**config.mk**
```make
export PLATFORM = sky130hd
export DESIGN_NAME = instr_fetch_fsm
export DESIGN_NICKNAME = d
export VERILOG_FILES = /design/src/rtl/cpu_pkg.sv /design/src/rtl/fetch_timeout_ctr.sv /design/src/rtl/instr_fetch_fsm.sv
export SDC_FILE = /design/constraint.sdc
export NUM_CORES = 1
export LEC_CHECK = 0
export BUFFER_PORTS_ARGS = -buffer_cell sky130_fd_sc_hd__buf_4
export CORE_MARGIN = 2
export CORE_UTILIZATION = 35
export DETAILED_ROUTE_END_ITERATION = 10
export PLACE_DENSITY = 0.66
export SLEW_MARGIN = 40
export SYNTH_ARGS = -nofsm -noshare
export SYNTH_HDL_FRONTEND = slang
export SYNTH_SLANG_ARGS = --single-unit
```
**constraint.sdc**
```tcl
create_clock -name clk -period 4.74 [get_ports clk]
set_input_delay 0.474 -clock clk [delete_from_list [all_inputs] [get_ports clk]]
set_output_delay 0.474 -clock clk [all_outputs]
set_load 0.05 [all_outputs]
```
**src/rtl/cpu_pkg.sv**
```systemverilog
// Shared CPU definitions: opcode constants, the idle instruction word and the
// fetch sequencer state encoding used by the RTL and the bench.
package cpu_pkg;

  localparam logic [3:0]  OP_ALU      = 4'b0000;
  localparam logic [3:0]  OP_ALUI     = 4'b0001;
  localparam logic [3:0]  HALT_OP     = 4'b1110;
  localparam logic [3:0]  OP_IDLE     = 4'b1111;
  localparam logic [15:0] IDLE_WORD   = {OP_IDLE, 12'h000};

  localparam logic [7:0]  MEM_TIMEOUT  = 8'd8;
  localparam logic [7:0]  EXEC_TIMEOUT = 8'd64;

  typedef enum logic [2:0] {
    ST_IDLE = 3'd0,
    ST_ADDR = 3'd1,
    ST_READ = 3'd2,
    ST_LOAD = 3'd3,
    ST_EXEC = 3'd4,
    ST_HALT = 3'd5
  } fetch_state_t;

  function automatic logic is_halt(input logic [15:0] ir);
    return ir[15:12] == HALT_OP;
  endfunction

endpackage

```
**src/rtl/fetch_timeout_ctr.sv**
```systemverilog
// Saturating 8-bit wait counter; o_expired flags the last permitted wait cycle
// (count == limit-1) so the caller can bail out on that same cycle.
module fetch_timeout_ctr (
  input  logic       clk,
  input  logic       rst,
  input  logic       i_clr,
  input  logic       i_en,
  input  logic [7:0] i_limit,
  output logic       o_expired
);

  logic [7:0] r_count;

  always_ff @(posedge clk or negedge rst) begin
    if (!rst) begin
      r_count <= 8'd0;
    end else if (i_clr) begin
      r_count <= 8'd0;
    end else if (i_en && (r_count != 8'hFF)) begin
      r_count <= r_count + 8'd1;
    end
  end

  assign o_expired = (r_count == (i_limit - 8'd1));

endmodule

```
**src/rtl/instr_fetch_fsm.sv**
```systemverilog
// Fetch/dispatch sequencer: fetches one instruction word into the IR, presents
// it to the execution FSMs until they signal done, and drives IDLE_WORD otherwise.
module instr_fetch_fsm
  import cpu_pkg::*;
(
  input  logic        clk,
  input  logic        rst,
  input  logic        run,
  input  logic [15:0] bus_in,
  input  logic        mem_ready,
  input  logic        exec_done,
  output logic        pcOutEN,
  output logic        marIn,
  output logic        memRead,
  output logic        mdrOutEN,
  output logic [15:0] instruction,
  output logic        halted,
  output logic        fault,
  output logic [15:0] retired_count
);

  fetch_state_t r_state;
  fetch_state_t w_next_state;
  logic [15:0]  r_ir;
  logic [15:0]  r_retired;
  logic         r_fault;
  logic         w_retire;
  logic         w_timeout;
  logic         w_expired;
  logic         w_ctr_en;
  logic [7:0]   w_limit;

  // Counter runs only while waiting; any other state clears it, so both
  // READ and EXEC start their wait from zero.
  assign w_ctr_en = (r_state == ST_READ) || (r_state == ST_EXEC);
  assign w_limit  = (r_state == ST_READ) ? MEM_TIMEOUT : EXEC_TIMEOUT;

  fetch_timeout_ctr u_ctr (
    .clk       (clk),
    .rst       (rst),
    .i_clr     (!w_ctr_en),
    .i_en      (w_ctr_en),
    .i_limit   (w_limit),
    .o_expired (w_expired)
  );

  always_ff @(posedge clk or negedge rst) begin
    if (!rst) begin
      r_state   <= ST_IDLE;
      r_ir      <= 16'h0000;
      r_retired <= 16'h0000;
      r_fault   <= 1'b0;
    end else begin
      r_state <= w_next_state;
      if (r_state == ST_LOAD) begin
        r_ir <= bus_in;
      end
      if (w_retire) begin
        r_retired <= r_retired + 16'd1;
      end
      if (w_timeout) begin
        r_fault <= 1'b1;
      end
    end
  end

  always_comb begin
    w_next_state = r_state;
    w_retire     = 1'b0;
    w_timeout    = 1'b0;
    case (r_state)
      ST_IDLE: if (run) w_next_state = ST_ADDR;
      ST_ADDR: w_next_state = ST_READ;
      ST_READ: begin
        if (mem_ready) begin
          w_next_state = ST_LOAD;
        end else if (w_expired) begin
          w_next_state = ST_HALT;
          w_timeout    = 1'b1;
        end
      end
      ST_LOAD: w_next_state = ST_EXEC;
      ST_EXEC: begin
        // HALT needs no execution FSM, so it retires without waiting for done.
        if (is_halt(r_ir)) begin
          w_next_state = ST_HALT;
          w_retire     = 1'b1;
        end else if (exec_done) begin
          w_next_state = run ? ST_ADDR : ST_IDLE;
          w_retire     = 1'b1;
        end else if (w_expired) begin
          w_next_state = ST_HALT;
          w_timeout    = 1'b1;
        end
      end
      ST_HALT: w_next_state = ST_HALT;
      default: w_next_state = ST_IDLE;
    endcase
  end

  assign pcOutEN       = (r_state == ST_ADDR);
  assign marIn         = (r_state == ST_ADDR);
  assign memRead       = (r_state == ST_READ) || (r_state == ST_LOAD);
  assign mdrOutEN      = (r_state == ST_LOAD);
  assign instruction   = (r_state == ST_EXEC) ? r_ir : IDLE_WORD;
  assign halted        = (r_state == ST_HALT);
  assign fault         = r_fault;
  assign retired_count = r_retired;

endmodule

```
After elaboration in Yosys (flattened, before gate mapping)
Cells that the tools add are included.
{"block": "totals", "regBits": 44, "in_bits": 21, "output_inout_bits": 38, "elab_cells": 41}
{"block": "op_classes", "addsub": 3, "n_eq_ne": 10, "mux": 19, "reduce_logical": 4}
{"cell": "3-bit one-hot mux with 6 select lines", "count": 1}
{"cell": "16-bit by 1-bit adder with 16-bit output, second input constant", "count": 1}
{"cell": "16-bit two-way mux", "count": 1}
{"cell": "8-bit two-way mux", "count": 2}
{"cell": "3-bit two-way mux", "count": 5}
{"cell": "8-bit by 1-bit adder with 8-bit output, second input constant", "count": 1}
{"cell": "8-bit equality test", "count": 1}
{"cell": "1-bit two-way mux", "count": 8}
{"cell": "8-bit inequality test, second input constant", "count": 1}
{"cell": "7-bit by 1-bit subtractor with 8-bit output, second input constant", "count": 1}
{"cell": "7-bit two-way mux", "count": 1}
{"cell": "3-bit by 2-bit equality test with 1-bit output, second input constant", "count": 2}
{"cell": "3-bit equality test, second input constant", "count": 2}
{"cell": "4-bit equality test, second input constant", "count": 1}
{"cell": "2-bit inequality test, second input constant", "count": 2}
{"cell": "3-bit by 1-bit equality test with 1-bit output, second input constant", "count": 1}
{"cell": "3-bit logical NOT", "count": 1}
{"cell": "1-bit logical OR", "count": 2}
{"cell": "1-bit one-hot mux with 2 select lines", "count": 1}
{"cell": "1-bit logical AND", "count": 1}

Depth between registers and ports, before layout
{"block": "logic_depth", "word_depth": 8, "ltp_mapped": 6, "mapped_depth_nobuf": 5}

Cells and area by module
Synthesis repeated with hierarchy kept, for this count alone.
{"block": "unflattened", "cells_unflattened": 225, "area_unflattened_um2": 2449.8}
{"module": "instr_fetch_fsm", "n_inst": 1, "cells_each": 150, "area_each_um2": 1780.5, "seq_area_each_um2": 900.9}
{"module": "fetch_timeout_ctr", "n_inst": 1, "cells_each": 75, "area_each_um2": 669.4, "seq_area_each_um2": 200.2}

Least setup slack after synthesis
OpenSTA, ideal clock, no wires.
{"block": "synth_timing", "kind": "register -> output", "from": "register r_state[0]", "to": "output pcOutEN", "arrival_ns": 2.277, "required_time_ns": 4.266, "path_slack_ns": 1.989, "path_stages_with_launch": 4, "n_path_buf": 2, "cell_sequence": "dfrtp_1 > clkbuf_1 > nor3b_1 > buf_4"}
{"block": "synth_between", "elab_chain_cells": 1}
{"item": "start, declared", "line_no": "instr_fetch_fsm.sv:22", "rtl": "fetch_state_t r_state;"}
{"item": "start signal, assigned", "line_no": "instr_fetch_fsm.sv:54", "rtl": "r_state <= w_next_state;"}
{"item": "3-bit by 1-bit equality test with 1-bit output"}
{"item": "end, declared", "line_no": "instr_fetch_fsm.sv:12", "rtl": "output logic pcOutEN,"}
No other way between the ends.

Final worst setup path
{"block": "layout_timing", "from": "register r_state[1]", "to": "output mdrOutEN"}
{"block": "layout_between", "elab_chain_cells": 1}
{"item": "3-bit by 2-bit equality test with 1-bit output", "line_no": "instr_fetch_fsm.sv:104", "rtl": "assign mdrOutEN = (r_state == ST_LOAD);"}
{"item": "end, declared", "line_no": "instr_fetch_fsm.sv:15", "rtl": "output logic mdrOutEN,"}
No other way between the ends.

==> flow_metrics.py <==
metrics = {
    "grt": {
        "grt_max_degree": 45,
        "antenna_found_initial": 0,
        "grt_pass1_wl_um": 6982,
        "overflow": 0,
        "grt_pass1_vias": 1504,
        "grt.total_usage_pct": 13.58,
    },
    "timing": {
        "period_share_pct": 52.00,
        "finalWorstSetupSlack_ns": 2.275,
        "max_slew_margin_pct": 54.05,
        "fin_tns_setup_ns": 0,
        "skew_ns": 0.004434,
        "worst_slew_pin_slew_ns": 0.6876,
        "finalHoldViolations": 0,
        "fmax_ghz": 0.4057,
        "setup_viol": 0,
        "finalCriticalPeriod_ns": 2.465,
        "rsz0062_at_grt": "false",
        "drv_slew": 0,
    },
    "pwr": {
        "powerDensity_nw_per_um2": 531.1,
        "clkPwrFrac_pct": 19.1,
        "p_int_mw": 0.8774,
        "p_leak_nw": 1.252,
        "ir_worst_vdd_uv": 245.6,
        "switching_share_pct": 40.20,
        "comb_power_share_pct": 42.3,
        "switchingPower_mw": 0.5898,
        "power.total_mw": 1.467,
        "power_frac_seq_pct": 38.6,
    },
    "clocking": {
        "clock_sinks": 44,
        "cts_resized": 0,
        "h-tree-depth": 2,
        "clk_latency_ns": 0.29,
        "cts_buffers": 5,
        "post_cts_buffers": 0,
        "cts-root-buf": "clkbuf_8",
        "tritoncts": "built",
        "clk_pin_slew_ns": 0.08,
        "cts_buffer_depth": 2,
        "hold_buffers": 0,
    },
    "setup_path": {
        "worstPathRequired_ns": 4.27,
        "r2r_slack_ns": 2.82,
        "path_max_fanout": 17,
        "cp-end-kind": "primary output",
        "r2r_cells": 4,
        "r2r_end": "r_ir[2]",
        "r2r-start": "r_state[1]",
        "critical_path_class": "reg -> out",
        "worstPathArrival_ns": 1.99,
        "startpoint_type": "flip-flop",
    },
    "floorplanning": {
        "fp-row-count": 28,
        "start_util_pct": 36.26,
        "core-area_sq_um": 5956,
        "die-area_sq_um": 6815,
        "die_y_um": 82.55,
        "fp.dieW_um": 82.55,
        "ios": 59,
    },
    "route": {
        "via_count": 1649,
        "drt_iter0_markers": 60,
        "drtAntennaViolNets": 0,
        "first_pass_iters": 4,
        "drt-total-wl_um": 4389,
        "wire_per_inst_um": 13.38,
        "vias_per_cell": 5.027,
        "drc": 0,
    },
    "synth": {
        "synthDistinctLibCells": 40,
        "yosysWarningCount": 0,
        "syn_avg_cell_area_sq_um": 11.19,
        "ys_ff_latch": 44,
        "syn_area_sq_um": 2160,
        "synthCells": 193,
        "ys_seq_area_share_pct": 50.98,
        "syn_nets": 216,
    },
    "placed_design": {
        "dp_slack_ns": 2.614,
        "dp_cells": 320,
        "io_buffers": 58,
        "dpl.hpwl_um": 3159,
        "gp_congestion": 0.7898,
    },
    "final_layout": {
        "final_util_pct": 46.39,
        "num_antenna_cells": 0,
        "final_nets": 275,
        "instances_no_fill": 328,
        "drive_above_1_share_pct": 35.97,
        "fillers": 573,
        "syn_to_final_growth_pct": 27.93,
    },
    "status": {
        "outcome": "completed",
    },
    "job": {
        "maxCapViolCount": 0,
    },
    "min_path": {
        "hp-class": "in -> async",
    },
}
## cells in the final DEF, fill, tap and decap left out, drive strengths merged, types with 2 or more instances in the layout
| master | n |
|---|---|
| o22ai | 2 |
| nor2 | 8 |
| a31oi | 3 |
| nand2 | 13 |
| buf | 58 |
| a21oi | 6 |
| nand4 | 6 |
| and2 | 13 |
| nand2b | 3 |
| clkbuf | 6 |
| nand4b | 3 |
| a21o | 2 |
| xnor2 | 14 |
| nor3b | 4 |
| dfrtp | 44 |
| inv | 6 |
| mux2 | 17 |
| or2 | 4 |
| nor4 | 2 |
| a211oi | 4 |
| mux2i | 3 |
| nor3 | 4 |
| ha | 2 |
| xor2 | 2 |
| and4 | 3 |
| nand3 | 9 |
## worst max-delay path by stage
stage,start,end,slack [ns],cells past startpoint
2_1_floorplan,r_state[0],pcOutEN,1.99,3
4_1_cts,r_state[1],mdrOutEN,2.25,5
3_3_place_gp,r_state[0],instruction[0],2.55,3
3_5_place_dp,r_state[1],mdrOutEN,2.61,5
5_1_grt,r_state[1],mdrOutEN,2.09,5
6_report,r_state[1],mdrOutEN,2.28,5
## power groups by stage
| stage | clock, mW | combinational [mW] | sequential, mW |
|---|---|---|---|
| 2_1_floorplan | 0 | 0.439 | 0.601 |
| 3_3_place_gp | 0 | 0.618 | 0.569 |
| 4_1_cts | 0.292 | 0.628 | 0.566 |
| 3_5_place_dp | 0 | 0.625 | 0.574 |
| 5_1_grt | 0.307 | 0.667 | 0.583 |
| 6_report | 0.281 | 0.620 | 0.566 |
## cell usage after synthesis, drive strengths merged
| cell | instances | share of area, % |
|---|---|---|
| or3 | 1 | 0.29 |
| o22ai | 2 | 0.58 |
| and4 | 3 | 1.2 |
| and3 | 1 | 0.29 |
| ha | 2 | 1.2 |
| dfrtp | 44 | 51 |
| a31oi | 3 | 0.87 |
| nand4b | 3 | 1.2 |
| inv | 6 | 1.0 |
| o21ai | 1 | 0.23 |
| mux2i | 3 | 1.4 |
| clkbuf | 2 | 0.35 |
| nor3 | 4 | 0.93 |
| nand3 | 9 | 2.1 |
| a211oi | 4 | 2.5 |
| or2 | 4 | 1.2 |
| nand2 | 13 | 2.3 |
| a21o | 2 | 0.70 |
| o21bai | 1 | 0.35 |
| and2 | 13 | 3.8 |
| nand2b | 3 | 0.87 |
| mux2 | 17 | 8.9 |
| nor2 | 8 | 1.4 |
| xnor2 | 14 | 5.7 |
| nor3b | 4 | 1.4 |
| nor4 | 2 | 0.58 |
| a221oi | 1 | 0.41 |
| nor2b | 1 | 0.29 |
| buf | 4 | 1.4 |
| a31o | 1 | 0.41 |
| a311oi | 1 | 0.41 |
| a21oi | 6 | 1.6 |
| xor2 | 2 | 0.81 |
| or3b | 1 | 0.41 |
| o211ai | 1 | 0.35 |
| nand4 | 6 | 1.7 |
## state kept, by name, indices dropped and copies added (netlist names)
name	count
r_ir	16
fault	1
retired_count	16
r_state	3
u_ctr.r_count	8
## critical path, stage by stage (launching register included)
cell	delay [ns]
dfrtp_1	0.48
nand2b_1	0.27
inv_1	0.11
nand2_1	0.53
inv_1	0.09
buf_4	0.21
## logic make-up (layout without fill, tap and decap cells)
kind of cell,after synthesis,after routing,synth area share (%)
simple gates,76,76,19.87
flops,44,44,50.99
compound gates,23,23,8.401
mux,20,20,10.25
xor+xnor,16,16,6.489
buf+inv,12,72,2.839
fa+ha+maj,2,2,1.159
## metrics by stage
step           area [sq um]  hold WS (ns)
6_report               2763        0.1676
2_1_floorplan          2160        0.1784
3_5_place_dp           2655        0.4739
5_1_grt                2763        0.2116
3_3_place_gp           2650        0.4626
4_1_cts                2763        0.1874
## routing by layer
metal / track usage, % / wire length [um]
met1: 17.46 / 1958
met2: 21.69 / 2019
met3: 3.696 / 341
met4: 5.410 / 68
met5: 0 / 0
## final cells by class
type                            instances  area, sq um  share of cell area, %
Sequential cell                        44         1101                  39.86
Clock buffer                            6        72.57                  2.627
Clock inverter                          2        35.03                  1.268
Multi-Input combinational cell        137         1002                  36.28
Timing Repair Buffer                   58        435.4                  15.76
Tap cell                               75        93.84                  3.397
Inverter                                6        22.52                 0.8152
Power figures use the tool's default switching activity.
